[src/rtl/hello_scroll_sequencer.sv]
`default_nettype none
// ============================================================================
// Module   : hello_scroll_sequencer
// Brief    : Scrolling "HELLO" + blanks marquee generator. Emits one 3-bit
//            character code per 7-segment digit (000=H 001=E 010=L 011=L
//            100=O 111=blank), advanced by an internal prescaler tick or by
//            manual single-step pulses, in either direction.
// Revision : 1.0 - initial release
// ============================================================================
module hello_scroll_sequencer #(
  parameter int unsigned TICK_DIV   = 25000000,
  parameter int unsigned NUM_DIGITS = 8,
  parameter int unsigned BLANKS     = 3
) (
  input  logic                    clk,
  input  logic                    rst_n,
  input  logic                    en_i,
  input  logic                    step_i,
  input  logic                    dir_i,
  input  logic                    restart_i,
  output logic [3*NUM_DIGITS-1:0] codes_o,
  output logic                    wrap_o
);

  // Stream period: five letters followed by the blank gap.
  localparam int unsigned c_PERIOD = 5 + BLANKS;
  localparam int unsigned c_PW     = $clog2(c_PERIOD);
  localparam int unsigned c_DW     = (TICK_DIV > 1) ? $clog2(TICK_DIV) : 1;
  localparam int unsigned c_SW     = $clog2(c_PERIOD + NUM_DIGITS);

  localparam logic [c_PW-1:0] c_POS_LAST = c_PW'(c_PERIOD - 1);
  localparam logic [c_DW-1:0] c_DIV_LAST = c_DW'(TICK_DIV - 1);
  localparam logic [c_SW-1:0] c_PERIOD_S = c_SW'(c_PERIOD);

  logic [c_PW-1:0] pos_q, pos_d;
  logic [c_DW-1:0] div_q, div_d;
  logic            wrap_q, wrap_d;
  logic            advance;
  logic [c_PW-1:0] pos_adv;

  // Decide whether this cycle advances: restart dominates, then the
  // prescaler while enabled, then a manual step while paused.
  always_comb begin
    div_d   = div_q;
    advance = 1'b0;
    if (restart_i) begin
      div_d = '0;
    end else if (en_i) begin
      if (div_q == c_DIV_LAST) begin
        div_d   = '0;
        advance = 1'b1;
      end else begin
        div_d = div_q + c_DW'(1);
      end
    end else if (step_i) begin
      advance = 1'b1;
    end
  end

  // Position one step along the stream in the sampled direction, wrapping
  // at either end of the period.
  always_comb begin
    pos_adv = pos_q;
    if (dir_i) begin
      pos_adv = (pos_q == '0) ? c_POS_LAST : pos_q - c_PW'(1);
    end else begin
      pos_adv = (pos_q == c_POS_LAST) ? '0 : pos_q + c_PW'(1);
    end
  end

  // Next position and wrap flag; wrap only marks an advance landing on 0.
  always_comb begin
    pos_d  = pos_q;
    wrap_d = 1'b0;
    if (restart_i) begin
      pos_d = '0;
    end else if (advance) begin
      pos_d  = pos_adv;
      wrap_d = (pos_adv == '0);
    end
  end

  // State registers with asynchronous clear.
  always_ff @(posedge clk or negedge rst_n) begin
    if (!rst_n) begin
      pos_q  <= '0;
      div_q  <= '0;
      wrap_q <= 1'b0;
    end else begin
      pos_q  <= pos_d;
      div_q  <= div_d;
      wrap_q <= wrap_d;
    end
  end

  assign wrap_o = wrap_q;

  // Per-digit stream lookup. The digit offset is reduced modulo the period
  // at elaboration, so pos + offset < 2P and one conditional subtract
  // finishes the wrap without any divider.
  genvar k;
  generate
    for (k = 0; k < NUM_DIGITS; k++) begin : g_digit
      localparam int unsigned c_OFF = (NUM_DIGITS - 1 - k) % c_PERIOD;
      logic [c_SW-1:0] sum;
      logic [c_SW-1:0] idx;

      assign sum = c_SW'(pos_q) + c_SW'(c_OFF);
      assign idx = (sum >= c_PERIOD_S) ? sum - c_PERIOD_S : sum;
      assign codes_o[3*k +: 3] = (idx < c_SW'(5)) ? idx[2:0] : 3'b111;
    end
  endgenerate

endmodule
`default_nettype wire

[config.mk]
export PLATFORM = sky130hd
export DESIGN_NAME = hello_scroll_sequencer
export DESIGN_NICKNAME = d
export VERILOG_FILES = /design/src/rtl/hello_scroll_sequencer.sv
export SDC_FILE = /design/constraint.sdc
export NUM_CORES = 1
export LEC_CHECK = 0
export BUFFER_PORTS_ARGS = -buffer_cell sky130_fd_sc_hd__buf_2
export CAP_MARGIN = 20
export CORE_MARGIN = 5
export CORE_UTILIZATION = 40
export DETAILED_ROUTE_END_ITERATION = 10
export PLACE_DENSITY_LB_ADDON = 0.15
export RECOVER_POWER = 25
export SLEW_MARGIN = 20
export SYNTH_ARGS = -nofsm -noshare
export SYNTH_HDL_FRONTEND = slang
export SYNTH_SLANG_ARGS = --single-unit
[constraint.sdc]
create_clock -name clk -period 2.5 [get_ports clk]
set_clock_uncertainty 0.1 [all_clocks]
set_input_delay 0 -clock clk [delete_from_list [all_inputs] [get_ports clk]]
set_output_delay 0 -clock clk [all_outputs]
set_load 0.1 [all_outputs]
## Word level (Yosys, flattened, before mapping)

Cells that the tools add are included.

- Word-level logic and storage cells: 73
- Bits in latches: 0
- Memories: 0
- Input bits: 6
- Register bits: 29
- Bits in read-only memories: 0
- Bits in writable memories: 0
- Output and inout port bits: 25

- Reductions and logical operators: 4
- Mux-type cells: 30
- Equality and inequality tests: 2
- Add/subtract/negate cells: 18
- Divide/modulo/power cells: 0
- Shift-type cells: 0
- Bitwise operators: 0
- Multiply operators: 0
- $lt $le $gt $ge: 16

Operators with widths:

| operator | number |
|---|---|
| $mux W25 | 3 |
| $mux W3 | 13 |
| $lt A4 B3 Y1 const B | 8 |
| $mux W4 | 8 |
| $ge A4 B4 Y1 const B | 7 |
| $sub A4 B4 Y4 const B | 7 |
| $add A25 B1 Y25 const B | 1 |
| $eq A25 B25 Y1 const B | 1 |
| $add A3 B3 Y4 const B | 4 |
| $add A3 B2 Y4 const B | 2 |
| $logic_not A3 Y1 | 2 |
| $mux W1 | 6 |
| $add A3 B1 Y4 const B | 1 |
| $ge A3 B4 Y1 const B | 1 |
| $reduce_bool A2 Y1 | 2 |
| $sub A3 B4 Y4 const B | 1 |
| $add A3 B1 Y3 const B | 1 |
| $eq A3 B3 Y1 const B | 1 |
| $sub A3 B1 Y3 const B | 1 |

## Depth between registers and ports, before layout

Gate-level depths: netlist (run 1).

- Depth in word-level cells: 6
- Gate-level depth with buffers: 8
- Mapped depth without buffers: 8

## Worst setup path after synthesis (run 1)

No wires, ideal clock.

- Kind: reg2out
- Start point: reg pos_q[0]
- End point: out codes_o[12]
- Required time: 2.400 ns
- Stages on the path, launching flop included: 6
- Buffers on the path: 0
- Arrival: 3.759 ns
- Setup slack: -1.359 ns
- Cells stage by stage: dfrtp_1 -> inv_1 -> ha_1 -> inv_1 -> ha_1 -> o21ai_0

- Longest elaborated chain between the ends: 5
- Elaborated cells between the ends (all ways): 6
- Classes of those cells: add/sub: 2; order compare: 2; mux: 2

RTL lines:

| item | RTL line | source |
|---|---|---|
| start: declaration | 35 | `logic [c_PW-1:0] pos_q, pos_d;` |
| start signal: assignment | 90 | `pos_q <= pos_d;` |
| $add A3 B2 Y4 * | 108 | `assign sum = c_SW'(pos_q) + c_SW'(c_OFF);` |
| $sub A4 B4 Y4 or $ge A4 B4 Y1 (tied branches) | 109 | `assign idx = (sum >= c_PERIOD_S) ? sum - c_PERIOD_S : sum;` |
| $mux W4 * | 109 |  |
| $lt A4 B3 Y1 | 110 | `assign codes_o[3*k +: 3] = (idx < c_SW'(5)) ? idx[2:0] : 3'b111;` |
| $mux W3 * | 110 |  |
| end: declaration | 21 | `output logic [3*NUM_DIGITS-1:0] codes_o,` |

Every way passes the cells marked *; elsewhere a longest branch is shown, timed or not.

## Worst setup path in the final report (run 1)

- Start point: reg pos_q[0]
- End point: out codes_o[13]

Same word-level chain as after synthesis.

==> impl_metrics.py, run 1 <==
metrics = {
    "synthesis": {
        "avgSynthCellArea_um2": 9.426,
        "synth-seq-area-share_pct": 39.48,
        "syn-num-nets": 212,
        "synth-seq-cells": 29,
        "synth_edf_count": 0,
        "synthFlopType": "dfrtp_1",
        "syn_inst": 195,
        "synth_top_area_share_pct": 39.48,
        "synthTopCellsByArea": "dfrtp_1, xor2_1, ha_1, nor2_1, nand2_1",
        "ys_warn_count": 0,
        "synth_top_cell_by_area": "dfrtp_1",
        "synthesis.area_um2": 1838,
        "synth.distinct_cells": 39,
        "synthArstFlopShare_pct": 100.0,
    },
    "placed_design": {
        "gp_congestion": 0.8064,
        "dp_hpwl_um": 2804,
        "port_buffers": 30,
    },
    "global_routing": {
        "antenna_found_initial": 0,
        "grt_remaining_overflow": 0,
        "track_usage_pct": 14.47,
        "grt_max_degree": 30,
        "grt_pass1_wl_um": 7003,
        "grt_pass1_vias": 1464,
    },
    "sta": {
        "setup_viol": 0,
        "rsz0062_at_grt": "false",
        "max-slew-margin-rel_pct": -3.957,
        "holdWs_ps": 195.2,
        "finalCritPeriodShare_pct": 90.00,
        "finalHoldViolCount": 0,
        "tightest_slew_ps": 1559,
        "maxSlewViolCount": 30,
        "fmax_mhz": 444.4,
        "post-route-min-period_ps": 2250,
    },
    "setup_path": {
        "r2r_slack_ps": 270,
        "cp_cell_sequence": "inv_1 > ha_1 > inv_1 > ha_2 > o21ai_1 > buf_2",
        "cp_slowest_stage_delay_ps": 500,
        "r2r_start": "div_q[6]",
        "reg2regPathDepth": 5,
        "crit_arrival_ps": 2150,
        "r2r-end": "div_q[2]",
        "worstSetupStartpointType": "flop",
        "critPathKind": "reg -> out",
        "cpMostUsedCell": "inv_1",
        "cp_max_fo": 9,
        "worstSetupEndpointType": "output pin",
        "required_ps": 2400,
        "slowest_stage": "dfrtp_1",
    },
    "power_and_ir_drop": {
        "p_leak_uw": 0.001013,
        "power_uw": 1409,
        "ir_drop_mv": 0.4146,
        "p_per_area_nw_per_um2": 645.0,
    },
    "floorplan": {
        "coreArea_um2": 4414,
        "start_util_pct": 41.64,
        "dieArea_um2": 6051,
        "dieWidth_um": 77.79,
        "io_pins": 31,
        "placementRows": 24,
        "die_y_um": 77.79,
    },
    "finish": {
        "drive_gt1_share_pct": 23.61,
        "antenna_cells": 0,
        "fin_nets": 249,
        "most-common-layout-cells": "nor2_1, dfrtp_1, buf_2",
        "area_growth_pct": 18.86,
    },
    "worst_hold_path": {
        "whs_endpoint": "pos_q[0]",
        "min_path_cells": 5,
        "min_path_type": "in -> reg",
        "hp-start": "step_i",
    },
    "route": {
        "drcViolationCount": 0,
        "top_layer_used": "met4",
        "routedWlPerCell_um": 13.70,
        "wl_met2_um": 1707,
        "firstDrtPassIters": 4,
        "via_count": 1445,
        "wl_met3_um": 122,
        "finalWirelength_um": 3905,
        "drtIter0Drc": 96,
        "ant_nets": 0,
        "viasPerCell": 5.070,
        "wl_met1_um": 2034,
    },
    "clocking": {
        "cts.clk_slew.worst_paths_ps": 60,
        "insertion_delay_ps": 280,
        "clock-sinks": 29,
        "tritoncts": "yes",
        "clk_path_buf_depth": 2,
        "ctsRootBufferMaster": "clkbuf_8",
        "numCtsBuffers": 5,
        "htree_levels": 2,
    },
    "run": {
        "maxCapViolCount": 1,
    },
    "outcome": {
        "violations": "capacitance limit, slew limit",
        "status": "finished with violations",
    },
}
==> where the power goes <==
part	switching (uW)	leakage, uW	internal (uW)	total [uW]
combinational	409	0.000557	80.4	489
sequential	13.7	0.000402	477	490
clock	181	0.0000542	248	429
==> critical path, delay by kind of cell, from the launching register on <==
| kind | cells | cell delay [ps] |
|---|---|---|
| buf+inv | 3 | 700 |
| fa+ha+maj | 2 | 530 |
| compound gates | 1 | 130 |
| flops | 1 | 500 |
==> registers in the layout, indices dropped and copies added, names as in the netlist <==
| signal | cells |
|---|---|
| pos_q | 3 |
| div_q | 25 |
| wrap_o | 1 |
==> stage by stage <==
| stage | setup WS [ps] | util (%) | instance area, um^2 | setup TNS (ps) | instances |
|---|---|---|---|---|---|
| final | 249.9 | 49.49 | 2185 | 0 | 285 |
| after global routing | 68.19 | 49.49 | 2185 | 0 | 285 |
| after CTS | 181.6 | 49.40 | 2181 | 0 | 285 |
| after detailed placement | 200.5 | 46.20 | 2039 | 0 | 273 |
| after global placement | 229.4 | 46.20 | 2039 | 0 | 273 |
| after floorplan | -345.5 | - | 1848 | -1021 | 195 |
==> Yosys cell counts, types with 4 or more instances <==
master,instances
nand3_1,10
or2_2,5
inv_1,8
and4_1,6
a21oi_1,4
ha_1,11
nor2_1,29
o21ai_0,6
nand4_1,8
nand2b_1,8
nand2_1,14
xnor2_1,5
xor2_1,17
dfrtp_1,29
==> area by class of cell <==
cell class	instances	area (um^2)
clock inverters	1	5.005
flip-flops and latches	29	725.7
repair buffers	36	203.9
clock buffers	7	96.34
fillers	416	2230
well taps	52	65.06
inverters	8	30.03
multi-input cells	152	1059
==> logic make-up after synthesis <==
kind of cell,synth area share [%]
flip-flops,39.48
XOR/XNOR,10.48
adder cells (fa/ha/maj),7.488
buffers and inverters,3.744
multiplexers,1.089
AND/OR/NAND/NOR,29.34
AO/OA/AOI/OAI,8.373
==> metal layers <==
layer	global-route usage, %	vias up
met5	0	-
met4	4.811	0
met3	5.324	4
met2	20.45	12
met1	20.29	677
li1	-	752
==> worst max-delay path by stage <==
stage,end,slack [ps],startpoint
5_1_grt,codes_o[12],70,pos_q[0]
3_5_place_dp,div_q[9],200,div_q[6]
2_1_floorplan,codes_o[15],-350,pos_q[2]
6_report,codes_o[13],250,pos_q[0]
3_3_place_gp,div_q[21],230,div_q[6]
4_1_cts,div_q[2],180,div_q[6]
==> timing repair <==
item,4_1_cts,5_1_grt
endpoints found under the hold margin,37,0
gates resized for setup,0,1
hold buffers,4,0
setup buffers,0,0
setup endpoints to repair,0,1
(Power assumes the default switching activity.)
==> run 2, diff against run 1 <==
==> constraint.sdc (replaced) <==
create_clock -name clk -period 2.5 [get_ports clk]
set_clock_uncertainty 0.1 [all_clocks]
set_input_delay 0.125 -clock clk [delete_from_list [all_inputs] [get_ports clk]]
set_output_delay 0.125 -clock clk [all_outputs]
set_load 0.1 [all_outputs]
==> impl_metrics.py, run 2 (synthesis gave the netlist of run 1 again) <==
metrics = {
    "worst_hold_path": {
        "hp-start": "restart_i",
        "min_path_type": "in -> reg",
        "min_path_cells": 2,
        "whs_endpoint": "pos_q[2]",
    },
    "setup_path": {
        "cp_cell_sequence": "or4b_4 > nor4_4 > nand4_1 > nand2b_2 > nor2_1",
        "cp_slowest_stage_delay_ps": 570,
        "r2r-end": "div_q[13]",
        "worstSetupEndpointType": "flop",
        "required_ps": 2550,
        "r2r_slack_ps": 200,
        "r2r_start": "div_q[6]",
        "crit_arrival_ps": 2350,
        "critPathKind": "reg -> reg",
        "reg2regPathDepth": 5,
        "slowest_stage": "or4b_4",
        "cp_max_fo": 21,
        "worstSetupStartpointType": "flop",
    },
    "global_routing": {
        "grt_pass1_vias": 1479,
        "grt_remaining_overflow": 0,
        "antenna_found_initial": 0,
        "use_met3_pct": 3.935,
        "grt-busiest-layer": "met2",
        "grt_util_met1_pct": 17.37,
        "grt_max_degree": 30,
        "grt_pass1_wl_um": 6775,
        "track_usage_pct": 14.05,
        "gr-usage-met2_pct": 22.62,
    },
    "sta": {
        "tightest_slew_ps": 1526,
        "finalCritPeriodShare_pct": 92.05,
        "max-slew-margin-rel_pct": -1.738,
        "fmax_mhz": 434.5,
        "post-route-min-period_ps": 2301,
        "final.setup.worst_slack_ps": 198.8,
        "maxSlewViolCount": 30,
        "holdWs_ps": 99.95,
        "setup_viol": 0,
        "finalHoldViolCount": 0,
        "rsz0062_at_grt": "false",
    },
    "route": {
        "drcViolationCount": 0,
        "viasPerCell": 5.286,
        "firstDrtPassIters": 4,
        "routedWlPerCell_um": 14.08,
        "finalWirelength_um": 3986,
        "drtIter0Drc": 49,
        "ant_nets": 0,
        "via_count": 1496,
    },
    "clocking": {
        "htree_levels": 2,
        "numCtsBuffers": 5,
        "cts.clk_slew.worst_paths_ps": 60,
        "ctsRootBufferMaster": "clkbuf_8",
        "tritoncts": "yes",
        "clock-sinks": 29,
        "insertion_delay_ps": 280,
        "clk_path_buf_depth": 2,
    },
    "floorplan": {
        "io_pins": 31,
        "dieWidth_um": 77.79,
        "dieArea_um2": 6051,
        "placementRows": 24,
        "coreArea_um2": 4414,
        "start_util_pct": 41.64,
        "die_y_um": 77.79,
    },
    "outcome": {
        "violations": "capacitance limit, slew limit",
        "status": "finished with violations",
    },
    "finish": {
        "antenna_cells": 0,
        "finalNonFillerCells": 283,
        "largest_reg_flops": 25,
        "area_growth_pct": 20.29,
        "drive_gt1_share_pct": 24.24,
        "top_register": "div_q",
        "most-common-layout-cells": "nor2_1, dfrtp_1, buf_2",
        "fin_nets": 247,
        "postLayoutCellArea_um2": 2211,
        "final_util_pct": 50.09,
        "fill_cells": 422,
    },
    "placed_design": {
        "dp_hpwl_um": 2943,
        "dpl-instance-area_um2": 2120,
        "gp_congestion": 0.7847,
        "port_buffers": 30,
        "pre_cts_slack_ps": 182.0,
        "dpl.cell_count": 274,
    },
    "power_and_ir_drop": {
        "seqPwrFrac_pct": 35.5,
        "power_frac_comb_pct": 38.0,
        "p_int_uw": 770.0,
        "p_leak_uw": 0.001024,
        "switchingPower_uw": 604.7,
        "clockPowerShare_pct": 26.5,
        "switching_share_pct": 43.99,
        "p_per_area_nw_per_um2": 621.8,
        "ir_drop_mv": 0.4659,
    },
    "run": {
        "maxCapViolCount": 1,
    },
}
-- run 2: cell types whose count changed in the layout (fill, tap and decap cells not counted), sizes merged --
| cell | before | now |
|---|---|---|
| dlygate4sd3 | 4 | 1 |
| clkbuf | 8 | 7 |
| clkinv | 1 | 2 |
| buf | 31 | 32 |
-- run 2: layout make-up --
| cell class | count | area, um^2 | area share, % |
|---|---|---|---|
| Multi-Input combinational cell | 152 | 1066 | 48.22 |
| Clock buffer | 6 | 72.57 | 3.282 |
| Sequential cell | 29 | 725.7 | 32.82 |
| Timing Repair Buffer | 34 | 241.5 | 10.92 |
| Tap cell | 52 | 65.06 | 2.943 |
| Inverter | 8 | 30.03 | 1.358 |
| Clock inverter | 2 | 10.01 | 0.4527 |
-- run 2: worst max path at each step --
stage | start | endpoint | slack (ps)
floorplan | pos_q[2] | codes_o[15] | -460
global placement | div_q[6] | div_q[16] | 250
detailed placement | div_q[6] | div_q[13] | 180
CTS | div_q[6] | div_q[13] | 170
global route | div_q[6] | div_q[21] | 40
finish | div_q[6] | div_q[13] | 200
-- run 2: critical path: cells and delay by family, from the launching register on --
family,cells,cell delay [ps]
DFF,1,440
and+or+nand+nor,5,1620
-- run 2: timing repair --
action / in CTS / in global routing
endpoints found under the hold margin: 29 / 0
setup endpoints to repair: 0 / 0
gates resized for setup: 0 / 0
setup buffers: 0 / 0
hold buffers: 1 / 0
-- run 2: routing by layer --
layer,routed length (um),vias to the layer above
li1,-,746
met1,1761,705
met2,1947,39
met3,196,6
met4,80,0
met5,0,-
-- run 2: power groups by stage --
stage / Combinational [uW] / Sequential, uW / Clock (uW)
after CTS: 528 / 487 / 380
after detailed placement: 525 / 496 / 0
after global placement: 524 / 496 / 0
after floorplan: 428 / 495 / 0
after global routing: 547 / 489 / 401
final: 522 / 487 / 365
-- run 2: metrics by stage --
step	setup TNS (ps)	total power, uW
6_report	0	1375
3_5_place_dp	0	1021
3_3_place_gp	0	1021
4_1_cts	0	1395
5_1_grt	0	1437
2_1_floorplan	-2135	923.7
==> run 3, diff against run 2 <==
==> constraint.sdc (replaced) <==
create_clock -name clk -period 2.9 [get_ports clk]
set_clock_uncertainty 0.1 [all_clocks]
set_input_delay 0.145 -clock clk [delete_from_list [all_inputs] [get_ports clk]]
set_output_delay 0.145 -clock clk [all_outputs]
set_load 0.1 [all_outputs]
==> impl_metrics.py, run 3 (synthesis gave the netlist of run 1 again) <==
metrics = {
    "finish": {
        "drive_gt1_share_pct": 22.27,
        "largest_reg_flops": 25,
        "seq_area_um2": 725.7,
        "fin_nets": 246,
        "area_growth_pct": 15.79,
        "most-common-layout-cells": "nor2_1, dfrtp_1, buf_2",
        "antenna_cells": 0,
        "final_util_pct": 48.21,
        "multi_input_area_um2": 1047,
        "postLayoutCellArea_um2": 2128,
        "top_register": "div_q",
        "fill_cells": 443,
    },
    "setup_path": {
        "crit_arrival_ps": 2150,
        "cp_slowest_stage_delay_ps": 510,
        "cp_cell_sequence": "inv_1 > ha_1 > inv_1 > ha_1 > o21ai_1 > buf_2",
        "slowest_stage": "dfrtp_1",
        "r2r-end": "div_q[9]",
        "reg2regPathDepth": 5,
        "required_ps": 2650,
        "r2r_start": "div_q[6]",
        "cp_top_family": "buffers and inverters",
        "r2r_slack_ps": 600,
        "cp_max_fo": 9,
        "worstSetupStartpointType": "flop",
        "cp_num_cells": 6,
        "critPathKind": "reg -> out",
        "worstSetupEndpointType": "output pin",
        "crit_buf_inv": 3,
    },
    "floorplan": {
        "dieWidth_um": 77.79,
        "placementRows": 24,
        "io_pins": 31,
        "coreArea_um2": 4414,
        "start_util_pct": 41.64,
        "dieArea_um2": 6051,
        "die_y_um": 77.79,
    },
    "outcome": {
        "violations": "capacitance limit, slew limit",
        "status": "finished with violations",
    },
    "sta": {
        "post-route-min-period_ps": 2391,
        "setup_viol": 0,
        "fmax_mhz": 418.3,
        "final.setup.worst_slack_ps": 509.2,
        "finalCritPeriodShare_pct": 82.44,
        "rsz0062_at_grt": "false",
        "maxSlewViolCount": 30,
        "max-slew-margin-rel_pct": -3.548,
        "finalHoldViolCount": 0,
        "tightest_slew_ps": 1553,
    },
    "global_routing": {
        "grt_remaining_overflow": 0,
        "grt_max_degree": 30,
        "antenna_found_initial": 0,
        "grt_pass1_wl_um": 7010,
        "track_usage_pct": 14.34,
        "grt_pass1_vias": 1457,
    },
    "power_and_ir_drop": {
        "p_leak_uw": 0.0009867,
        "p_per_area_nw_per_um2": 551.0,
        "ir_drop_mv": 0.4153,
    },
    "worst_hold_path": {
        "min_path_type": "in -> reg",
        "whs_endpoint": "div_q[1]",
        "min_path_cells": 2,
        "hp-start": "restart_i",
    },
    "clocking": {
        "ctsRootBufferMaster": "clkbuf_8",
        "cts.clk_slew.worst_paths_ps": 60,
        "clock-sinks": 29,
        "insertion_delay_ps": 280,
        "post_cts_resized": 0,
        "htree_levels": 2,
        "clk_path_buf_depth": 2,
        "numCtsBuffers": 5,
        "tritoncts": "yes",
    },
    "placed_design": {
        "port_buffers": 30,
        "dp_hpwl_um": 2926,
        "pre_cts_slack_ps": 583.2,
        "gp_congestion": 0.8474,
        "dpl-instance-area_um2": 2033,
    },
    "route": {
        "ant_nets": 0,
        "drcViolationCount": 0,
        "routedWlPerCell_um": 14.28,
        "via_count": 1470,
        "finalWirelength_um": 4013,
        "drtIter0Drc": 67,
        "firstDrtPassIters": 4,
        "viasPerCell": 5.231,
    },
    "run": {
        "maxCapViolCount": 1,
    },
}
[run 3: worst max-delay path by stage]
stage | start | end | slack (ps)
2_1_floorplan | pos_q[0] | codes_o[12] | -350
3_3_place_gp | div_q[6] | div_q[4] | 640
3_5_place_dp | div_q[6] | div_q[11] | 580
4_1_cts | pos_q[0] | codes_o[12] | 470
5_1_grt | pos_q[0] | codes_o[12] | 350
6_report | pos_q[0] | codes_o[12] | 510
[run 3: power by group]
group	leakage (uW)	total [uW]	internal [uW]	switching, uW
logic	0.000541	416	64.6	351
registers	0.000402	423	411	12.1
clock network	0.0000443	334	188	146
total	0.000987	1170	663	509
[run 3: final cells by class]
class	count	area share [%]
multi-input cells	152	49.21
flip-flops and latches	29	34.10
repair buffers	33	8.172
clock buffers	7	4.056
well taps	52	3.057
inverters	8	1.411
[run 3: layer usage]
| metal | vias up | track usage [%] | wire length (um) |
|---|---|---|---|
| met2 | 17 | 21.29 | 1834 |
| met4 | 0 | 4.811 | 17 |
| met1 | 709 | 20.00 | 2020 |
| li1 | 742 | - | - |
| met3 | 2 | 4.051 | 140 |
| met5 | - | 0 | 0 |
[run 3: worst register-to-register path, cell delays in order, from the launching register on]
cell and delay (ps):
dfrtp_1 450, or4b_4 570, nor4_4 380, nand4_1 190, nand2b_2 360, nor2_1 110
[run 3: timing repair]
action | in CTS | in global routing
setup buffers | 0 | 0
hold buffers | 1 | 0
hold endpoints to repair | 29 | 0
[run 3: per-stage QoR]
step	total power (uW)	TNS [ps]	instances	hold slack, ps
floorplan	789.4	-793.8	195	-250.6
global placement	848.2	0	273	112.7
detailed placement	848.7	0	273	116.0
CTS	1190	0	281	76.43
global route	1232	0	281	99.67
finish	1173	0	281	82.97
